## src/rtl/lock_code_enroll_if.sv

```systemverilog
// Keypad-to-enrolment bus: start/digit stream in, code store outputs back.
// The master drives the keypad side and the slave is the enrolment block.
interface lock_code_enroll_if #(
  parameter int DW = 4,
  parameter int CW = 16
);
  logic          start;
  logic [DW-1:0] data_in;
  logic          data_valid;
  logic [CW-1:0] code_out;
  logic          code_we;
  logic          done;
  logic          fail;
  logic          busy;
  logic          timeout;

  modport master (
    output start, data_in, data_valid,
    input  code_out, code_we, done,
    input  fail, busy, timeout
  );

  modport slave (
    input  start, data_in, data_valid,
    output code_out, code_we, done,
    output fail, busy, timeout
  );
endinterface

```

## src/rtl/lock_code_enroll.sv

```systemverilog
// Digital lock code enrolment: enter, confirm, then commit to the code store.
// Optional idle abort when ENROLL_TIMEOUT_EN is defined.
module lock_code_enroll #(
  parameter int DIGITS      = 4,
  parameter int DW          = 4,
  parameter int MAX_TRIES   = 3,
  parameter logic [DIGITS*DW-1:0] DEFAULT_CODE = 16'h1101,
  parameter int TIMEOUT_CYC = 64
) (
  input  logic clk,
  input  logic rst_n,
  lock_code_enroll_if.slave bus
);
  localparam int W    = DIGITS * DW;
  localparam int CNTW = $clog2(DIGITS + 1);
  localparam int TRW  = $clog2(MAX_TRIES + 1);

  if (MAX_TRIES < 1 || MAX_TRIES > 7 || TIMEOUT_CYC < 1 || DIGITS < 2)
  begin : g_bad_param
    $error("lock_code_enroll: parameter out of range");
  end

  typedef enum logic [2:0] {
    IDLE, ENTER, CONFIRM, COMMIT, DONE, LOCKOUT
  } state_t;

  state_t          state;
  logic [W-1:0]    ebuf;
  logic [CNTW-1:0] cnt;
  logic [TRW-1:0]  tries;
  logic            mis;
  logic [W-1:0]    code_q;
  logic            we_q;
  logic            done_q;
  logic            fail_q;
  logic            busy_q;

  logic [DW-1:0]   dig;
  logic            mis_now;
  logic            last;
  logic [TRW-1:0]  tries_nx;

  // Confirm digits are checked against the buffer MSB-first
  always_comb begin
    dig = '0;
    for (int i = 0; i < DIGITS; i++)
      if (cnt == CNTW'(i))
        dig = ebuf[W-1-i*DW -: DW];
  end

  assign mis_now  = mis | (bus.data_in != dig);
  assign last     = (cnt == CNTW'(DIGITS - 1));
  assign tries_nx = tries + TRW'(1);

`ifdef ENROLL_TIMEOUT_EN
  localparam int TCW = $clog2(TIMEOUT_CYC + 1);
  logic [TCW-1:0] tcnt;
  logic           tmo_q;
  logic           waiting;
  assign waiting = (state == ENTER) || (state == CONFIRM);
`endif

  always_ff @(posedge clk or negedge rst_n) begin
    if (!rst_n) begin
      state  <= IDLE;
      ebuf   <= '0;
      cnt    <= '0;
      tries  <= '0;
      mis    <= 1'b0;
      code_q <= DEFAULT_CODE;
      we_q   <= 1'b0;
      done_q <= 1'b0;
      fail_q <= 1'b0;
      busy_q <= 1'b0;
`ifdef ENROLL_TIMEOUT_EN
      tcnt   <= '0;
      tmo_q  <= 1'b0;
`endif
    end else begin
      we_q   <= 1'b0;
      done_q <= 1'b0;
      unique case (state)
        IDLE: begin
          if (bus.start) begin
            state  <= ENTER;
            ebuf   <= '0;
            cnt    <= '0;
            mis    <= 1'b0;
            tries  <= '0;
            busy_q <= 1'b1;
          end
        end
        ENTER: begin
          if (bus.data_valid) begin
            ebuf <= {ebuf[W-DW-1:0], bus.data_in};
            if (last) begin
              state <= CONFIRM;
              cnt   <= '0;
            end else begin
              cnt <= cnt + CNTW'(1);
            end
          end
        end
        CONFIRM: begin
          if (bus.data_valid) begin
            if (!last) begin
              cnt <= cnt + CNTW'(1);
              mis <= mis_now;
            end else if (!mis_now) begin
              state  <= COMMIT;
              code_q <= ebuf;
              we_q   <= 1'b1;
            end else if (tries_nx == TRW'(MAX_TRIES)) begin
              state  <= LOCKOUT;
              tries  <= tries_nx;
              fail_q <= 1'b1;
              busy_q <= 1'b0;
            end else begin
              state <= ENTER;
              tries <= tries_nx;
              ebuf  <= '0;
              cnt   <= '0;
              mis   <= 1'b0;
            end
          end
        end
        COMMIT: begin
          state  <= DONE;
          done_q <= 1'b1;
          busy_q <= 1'b0;
        end
        DONE: begin
          state <= IDLE;
        end
        LOCKOUT: begin
          if (bus.start) begin
            state  <= ENTER;
            ebuf   <= '0;
            cnt    <= '0;
            mis    <= 1'b0;
            tries  <= '0;
            fail_q <= 1'b0;
            busy_q <= 1'b1;
          end
        end
        default: state <= IDLE;
      endcase
`ifdef ENROLL_TIMEOUT_EN
      tmo_q <= 1'b0;
      // No case branch touches state in ENTER/CONFIRM without a digit
      if (waiting && !bus.data_valid) begin
        if (tcnt == TCW'(TIMEOUT_CYC - 1)) begin
          state  <= IDLE;
          tmo_q  <= 1'b1;
          ebuf   <= '0;
          cnt    <= '0;
          mis    <= 1'b0;
          busy_q <= 1'b0;
          tcnt   <= '0;
        end else begin
          tcnt <= tcnt + TCW'(1);
        end
      end else begin
        tcnt <= '0;
      end
`endif
    end
  end

  assign bus.code_out = code_q;
  assign bus.code_we  = we_q;
  assign bus.done     = done_q;
  assign bus.fail     = fail_q;
  assign bus.busy     = busy_q;
`ifdef ENROLL_TIMEOUT_EN
  assign bus.timeout  = tmo_q;
`else
  assign bus.timeout  = 1'b0;
`endif
endmodule
```

## src/flat_wrapper.sv

```systemverilog
// flat-port wrapper written by rule: the top's interface ports become plain ports
module lock_code_enroll_flat 
#(
  parameter int DIGITS      = 4,
  parameter int DW          = 4,
  parameter int MAX_TRIES   = 3,
  parameter logic [DIGITS*DW-1:0] DEFAULT_CODE = 16'h1101,
  parameter int TIMEOUT_CYC = 64
)
  (clk, rst_n, bus_start, bus_data_in, bus_data_valid, bus_code_out, bus_code_we, bus_done, bus_fail, bus_busy, bus_timeout);
  lock_code_enroll_if #(.DW(DW)) bus_i ();
  input  logic clk;
  input  logic rst_n;
  input wire logic [$bits(bus_i.start)-1:0] bus_start;
  input wire logic [$bits(bus_i.data_in)-1:0] bus_data_in;
  input wire logic [$bits(bus_i.data_valid)-1:0] bus_data_valid;
  output wire logic [$bits(bus_i.code_out)-1:0] bus_code_out;
  output wire logic [$bits(bus_i.code_we)-1:0] bus_code_we;
  output wire logic [$bits(bus_i.done)-1:0] bus_done;
  output wire logic [$bits(bus_i.fail)-1:0] bus_fail;
  output wire logic [$bits(bus_i.busy)-1:0] bus_busy;
  output wire logic [$bits(bus_i.timeout)-1:0] bus_timeout;
  assign bus_i.start = bus_start;
  assign bus_i.data_in = bus_data_in;
  assign bus_i.data_valid = bus_data_valid;
  assign bus_code_out = bus_i.code_out;
  assign bus_code_we = bus_i.code_we;
  assign bus_done = bus_i.done;
  assign bus_fail = bus_i.fail;
  assign bus_busy = bus_i.busy;
  assign bus_timeout = bus_i.timeout;
  lock_code_enroll #(.DIGITS(DIGITS), .DW(DW), .MAX_TRIES(MAX_TRIES), .DEFAULT_CODE(DEFAULT_CODE), .TIMEOUT_CYC(TIMEOUT_CYC)) u_core (.clk(clk), .rst_n(rst_n), .bus(bus_i));
endmodule
```

## config.mk

```make
export PLATFORM = sky130hd
export DESIGN_NAME = lock_code_enroll_flat
export DESIGN_NICKNAME = d
export VERILOG_FILES = /design/src/rtl/lock_code_enroll_if.sv /design/src/rtl/lock_code_enroll.sv /design/src/flat_wrapper.sv
export SDC_FILE = /design/constraint.sdc
export NUM_CORES = 1
export LEC_CHECK = 0
export ABC_AREA = 1
export ABC_CLOCK_PERIOD_IN_PS = 2500
export BUFFER_PORTS_ARGS = -buffer_cell sky130_fd_sc_hd__buf_2
export CAP_MARGIN = 20
export CORE_MARGIN = 2
export CORE_UTILIZATION = 40
export CTS_BUF_LIST = sky130_fd_sc_hd__clkbuf_8
export DETAILED_ROUTE_END_ITERATION = 12
export GPL_ROUTABILITY_DRIVEN = 0
export GPL_TIMING_DRIVEN = 0
export PLACE_DENSITY = 0.61
export SLEW_MARGIN = 25
export SYNTH_ARGS = -nofsm -noshare
export SYNTH_HDL_FRONTEND = slang
export SYNTH_SLANG_ARGS = --single-unit
```

## constraint.sdc

```tcl
create_clock -name clk -period 2.5 [get_ports clk]
set_clock_uncertainty 0.1 [all_clocks]
set_input_delay 0.375 -clock clk [delete_from_list [all_inputs] [get_ports clk]]
set_output_delay 0.375 -clock clk [all_outputs]
set_load 0.01 [all_outputs]
```

==> Yosys cells after proc, flatten, opt, wreduce, memory -nomap -nowiden <==
Index checks and enable logic that the tools add are counted.
{ "op_classes": {"n_mux": 54, "bitwise": 2, "n_reduce_logical": 15, "n_addsub": 2, "n_eq_ne": 20} }
{ "op_table": {"columns": ["cell", "count"], "rows": [
  ["16-bit two-way mux", 6],
  ["16-bit case mux with 3 select lines", 1],
  ["3-bit two-way mux", 14],
  ["1-bit two-way mux", 19],
  ["6-bit AND reduction", 3],
  ["4-bit two-way mux", 4],
  ["5-bit AND reduction", 3],
  ["3-bit by 2-bit == test with 1-bit output, second input constant", 4],
  ["3-bit case mux with 4 select lines", 1],
  ["2-bit by 1-bit != test with 1-bit output, second input constant", 5],
  ["3-bit case mux with 3 select lines", 1],
  ["2-bit two-way mux", 4],
  ["2-bit != test, second input constant", 4],
  ["7-bit AND reduction", 1],
  ["3-bit by 1-bit == test with 1-bit output, second input constant", 2],
  ["3-bit zero test", 2],
  ["3-bit nonzero test", 2],
  ["4-bit != test", 1],
  ["1-bit case mux with 2 select lines", 2],
  ["2-bit case mux with 2 select lines", 1],
  ["4-bit AND reduction", 1],
  ["2-bit nonzero test", 2],
  ["3-bit by 1-bit adder with 3-bit output, second input constant", 1],
  ["3-bit == test, second input constant", 1],
  ["8 further kinds", 8]
]} }
{ "totals": {"word_cells": 103, "input_bits": 8, "output_inout_bits": 21, "register_bits": 45} }

==> Longest topological paths before layout <==
{ "logic_depth": {"word_depth": 11, "depth_mapped": 17, "mapped_depth_nobuf": 17} }

==> Worst setup path before layout <==
OpenSTA, ideal clock, no wires.
{ "synth_path": {"path_type": "reg-to-reg", "startpoint": "register u_core.cnt[0]", "endpoint": "register u_core.code_q[10], in the netlist u_core.bus.code_out[10]", "synth_period_minus_slack_ps": 2054, "n_path_buf": 1, "path_slack_ps": 446, "required_ps": 2283, "t_arrival_ps": 1836, "setup_ps": 117, "stages_incl_launch_ff": 17, "path_cell_list": "dfrtp_1 inv_1 ha_1 inv_1 nor2_1 nand3_1 nand2_1 nand2_2 nand3_2 nand2_2 nor2_4 nand3_4 nor2_4 nand3_4 buf_6 nand2_1 nand2_1"} }
{ "synth_between": {"elab_chain_cells": 9, "word_cells_on_any_way": 12, "cone_classes": "eq/ne (4); mux (4); bitwise (2); reduce/logical (2)"} }
{ "synth_lines": {"columns": ["element", "line", "text"], "rows": [
  ["start: declaration", "lock_code_enroll.sv:29", "logic [CNTW-1:0] cnt;"],
  ["start signal: assignment", "lock_code_enroll.sv:100", "cnt <= cnt + CNTW'(1);"],
  ["start signal: assignment", "lock_code_enroll.sv:107", "cnt <= cnt + CNTW'(1);"],
  ["3-bit zero test", "lock_code_enroll.sv:47", "if (cnt == CNTW'(i))"],
  ["4-bit two-way mux (4 in series)", "lock_code_enroll.sv:47", null],
  ["4-bit != test", "lock_code_enroll.sv:51", "assign mis_now = mis | (bus.data_in != dig);"],
  ["1-bit OR", "lock_code_enroll.sv:51", null],
  ["1-bit inverter (no source line)", null, null],
  ["4-bit AND reduction (no source line) (*)", null, null],
  ["end signal: assignment", "lock_code_enroll.sv:111", "code_q <= ebuf;"],
  ["end: declaration", "lock_code_enroll.sv:32", "logic [W-1:0] code_q;"]
]} }
Every way passes the cells marked *; elsewhere a longest branch is shown, timed or not.
A chain may end at the register's enable or synchronous reset.

==> Final worst setup path <==
{ "layout_path": {"startpoint": "register u_core.cnt[0]", "endpoint": "register u_core.code_q[13], in the netlist u_core.bus.code_out[13]"} }
The elaborated chain is that of the path after synthesis.

==> parameters.txt <==
Parameter                              Value

Setup path
  Slowest stage delay, CP    460 ps
  Library cell contributing the largest single delay on the critical path    sky130_fd_sc_hd__dfrtp_2
  Signal arrival time at the worst endpoint    2430 ps
  Critical Path Most Common Cell    sky130_fd_sc_hd__nand2_1
  Maximum net fanout on the critical path    5
  Type of the setup path with the least slack    reg -> reg
  Type of element launching the critical path    flop
  Critical path endpoint category    flop
  Crit path required time    2600 ps
  Cell chain of the critical path    inv_2 -> ha_1 -> inv_1 -> nor2_4 -> nand3_1 -> nand3_1 -> nand2_1 -> nand3_1 -> nand2_1 -> nor2_4 -> nand3_4 -> nor2_4 -> nand3_4 -> buf_6 -> nand2_1 -> nand2_1
  Top Family by Delay on Critical Path    simple AND/OR/NAND/NOR gates
  Buffers plus inverters on the worst setup path    3

Finish
  Proportion of layout cells with a drive suffix above 1    0.235
  Total of fill cells in the finished design    650
  Area of the multi-input gates    1250 um^2
  Fin nets    390
  Total area of sequential cells    1130 um^2
  Area growth from synthesis to final layout    16.2%
  Final core utilization    0.476
  Diodes inserted    0

Global routing
  GRT overflow    0
  Global-route usage over all layers    0.171
  Global-route wire length before repair    9.92 mm
  Initial antenna violation count    0
  Largest net degree at the start of global routing    46
  Via count of the first global-routing pass    2,161

Timing
  Final critical-path setup slack    165 ps
  Slew headroom    0.575
  Max Clock Freq    0.428 GHz
  Final period util    0.934
  Final slew viol count    0
  Worst hold margin    -41.5 ps
  Final count of negative-setup-slack endpoints    0
  Worst-Margin Slew    635 ps
  Post-layout minimum cycle time    2340 ps
  Final-report hold violation count    42

Job
  Max-capacitance violation count    0

Synth
  Cell taking the most area after synthesis    sky130_fd_sc_hd__dfrtp_1
  Cell count after synthesis    338
  Share of the synthesized area in the top cell type    0.406
  Proportion of synthesized chip area in sequential cells    0.437
  Share of synthesized registers carrying an async set or reset    1.00
  Top post-synthesis cells by count    113 x sky130_fd_sc_hd__nand2_1, 42 x sky130_fd_sc_hd__dfrtp_1, 41 x sky130_fd_sc_hd__nand4_1
  Number of distinct library cells after synthesis    29
  Top post-synthesis cells by area    sky130_fd_sc_hd__dfrtp_1 41%, sky130_fd_sc_hd__nand2_1 16%, sky130_fd_sc_hd__nand4_1 9.9%
  Total of flip-flops plus latches after synthesis    45
  Nets in the synthesized netlist    351
  Most used flip-flop cell after synthesis    sky130_fd_sc_hd__dfrtp_1
  Count of flip-flops with a built-in enable after synthesis    0
  Average size of a mapped cell    7.66 um^2
  Area of the mapped netlist    2590 um^2
  Most numerous cell in the Yosys netlist    sky130_fd_sc_hd__nand2_1
  Number of synthesis warnings    0

Power and ir drop
  Pleak    0.00163 uW
  Highest ir drop seen on vdd    0.000763 V
  PD cells    1010 nW/um^2

Placement
  Setup slack after placement    62.4 ps
  DP HPWL    4.24 mm
  Buffers added on ports    26

Worst hold path
  Worst hold-check path type    in -> async

Routing
  Antenna-violating nets left    0
  First-pass detailed-route iteration total    4
  Average wire per cell in the routed design    12.9 um
  Sum of routed wire length over all layers    5.87 mm
  Post-detailed-route via-to-cell ratio    5.05
  Vias after detailed routing    2,298
  Drt first-iter violations    136
  # DRC    0

Clock tree
  H-Tree Depth    2
  Clock-pin slew on the worst setup and hold paths    100 ps
  TritonCTS clock tree    built
  Clock root buffer    sky130_fd_sc_hd__clkbuf_8
  Clk Latency, worst-skew pair    310 ps
  Clk sinks    45
  Number of buffers added by the clock tree synthesis step    5
  Clock buffer depth    2
  Number of hold-repair buffers added at the cts stage    0

Floorplanning
  Core Region    6310 um^2
  Row count    29
  Die X-Extent    84.4 um
  Die area    7130 um^2
  Starting utilization of the core area    0.410
  Height of the chip    84.4 um
  Number of ports placed on the die boundary    29

Outcome
  Violated checks    hold timing
  Run status    complete, but fails checks
## where the power goes
group	switching [uW]	internal [uW]	total [uW]
Sequential	184	908	1090
Clock	265	199	464
Combinational	993	497	1490
Total	1440	1600	3040
## flip-flops by register name, indices dropped and copies added, names as in the netlist
name	cells
u_core.mis	1
u_core.cnt	3
u_core.state	3
u_core.bus.code_we	1
u_core.bus.busy	1
u_core.bus.code_out	16
u_core.bus.done	1
u_core.tries	2
u_core.bus.fail	1
u_core.ebuf	16
## final timing paths
path | slack (ps) | end | cells after the start | start
max in group asynchronous | 1920 | u_core.cnt[1] | 1 | rst_n
min reg2reg | 360 | u_core.bus.code_out[12] | 2 | u_core.bus.code_out[12]
min | -40 | u_core.mis | 1 | rst_n
min in group clk | 190 | u_core.state[2] | 2 | bus_start
max reg2reg | 160 | u_core.bus.code_out[13] | 16 | u_core.cnt[0]
max | 160 | u_core.bus.code_out[13] | 16 | u_core.cnt[0]
## metal layers
metal	up-vias	routed length, um	global-route usage
met5	-	0	0
met4	0	64	0.0447
met3	8	178	0.0324
met2	36	2920	0.291
met1	1081	2710	0.225
li1	1173	-	-
## cells by family (layout without fill, tap and decap cells)
group | count (synthesis) | in the layout | synth area share
simple gates | 217 | 218 | 0.410
compound gates | 11 | 11 | 0.0251
flops | 45 | 45 | 0.437
fa+ha+maj | 5 | 5 | 0.0242
other cells | 1 | 1 | 0.00145
buf+inv | 59 | 98 | 0.103
## worst register-to-register path: stages (launching register included)
cell and delay, ps:
sky130_fd_sc_hd__dfrtp_2 460, sky130_fd_sc_hd__inv_2 110, sky130_fd_sc_hd__ha_1 150, sky130_fd_sc_hd__inv_1 60
sky130_fd_sc_hd__nor2_4 120, sky130_fd_sc_hd__nand3_1 80, sky130_fd_sc_hd__nand3_1 80, sky130_fd_sc_hd__nand2_1 70
sky130_fd_sc_hd__nand3_1 70, sky130_fd_sc_hd__nand2_1 80, sky130_fd_sc_hd__nor2_4 170, sky130_fd_sc_hd__nand3_4 120
sky130_fd_sc_hd__nor2_4 180, sky130_fd_sc_hd__nand3_4 140, sky130_fd_sc_hd__buf_6 160, sky130_fd_sc_hd__nand2_1 50
sky130_fd_sc_hd__nand2_1 50
## layout make-up
type,count,share of cell area
clock inverter,3,0.00708
clock buffer,5,0.0229
inverter,45,0.0579
sequential,45,0.377
tap,77,0.0321
multi-input combinational,235,0.415
buffer,14,0.0304
timing repair buffer,31,0.0579
## placed cells by master (no fill, tap or decap), types with 5 or more instances in the layout
master,count
sky130_fd_sc_hd__nor2_1,23
sky130_fd_sc_hd__inv_2,6
sky130_fd_sc_hd__buf_2,29
sky130_fd_sc_hd__clkbuf_1,5
sky130_fd_sc_hd__nand2_1,112
sky130_fd_sc_hd__nand2_2,6
sky130_fd_sc_hd__inv_1,37
sky130_fd_sc_hd__nor2_4,5
sky130_fd_sc_hd__dfrtp_1,40
sky130_fd_sc_hd__nand4_1,41
sky130_fd_sc_hd__buf_4,7
sky130_fd_sc_hd__nand3_1,17
sky130_fd_sc_hd__o21ai_0,5
sky130_fd_sc_hd__clkbuf_8,5
## stage by stage
step | std cells | cell area, um^2 | setup TNS (ps) | hold slack, ps | power [uW]
after floorplan | 338 | 2590 | 0 | -20.6 | 2180
after global placement | 441 | 2810 | 0 | 348 | 2510
after detailed placement | 441 | 2810 | 0 | 349 | 2530
after CTS | 449 | 2900 | 0 | 159 | 3010
after global routing | 455 | 3010 | -2.80 | 4.94 | 3340
final | 455 | 3010 | 0 | -41.5 | 3040
## what timing repair did
action                                  4_1_cts  5_1_grt
resized for setup                             0       16
endpoints found under the setup margin        0       32
buffers inserted                              0        4
Note: power is estimated with default switching activity, not from simulation.
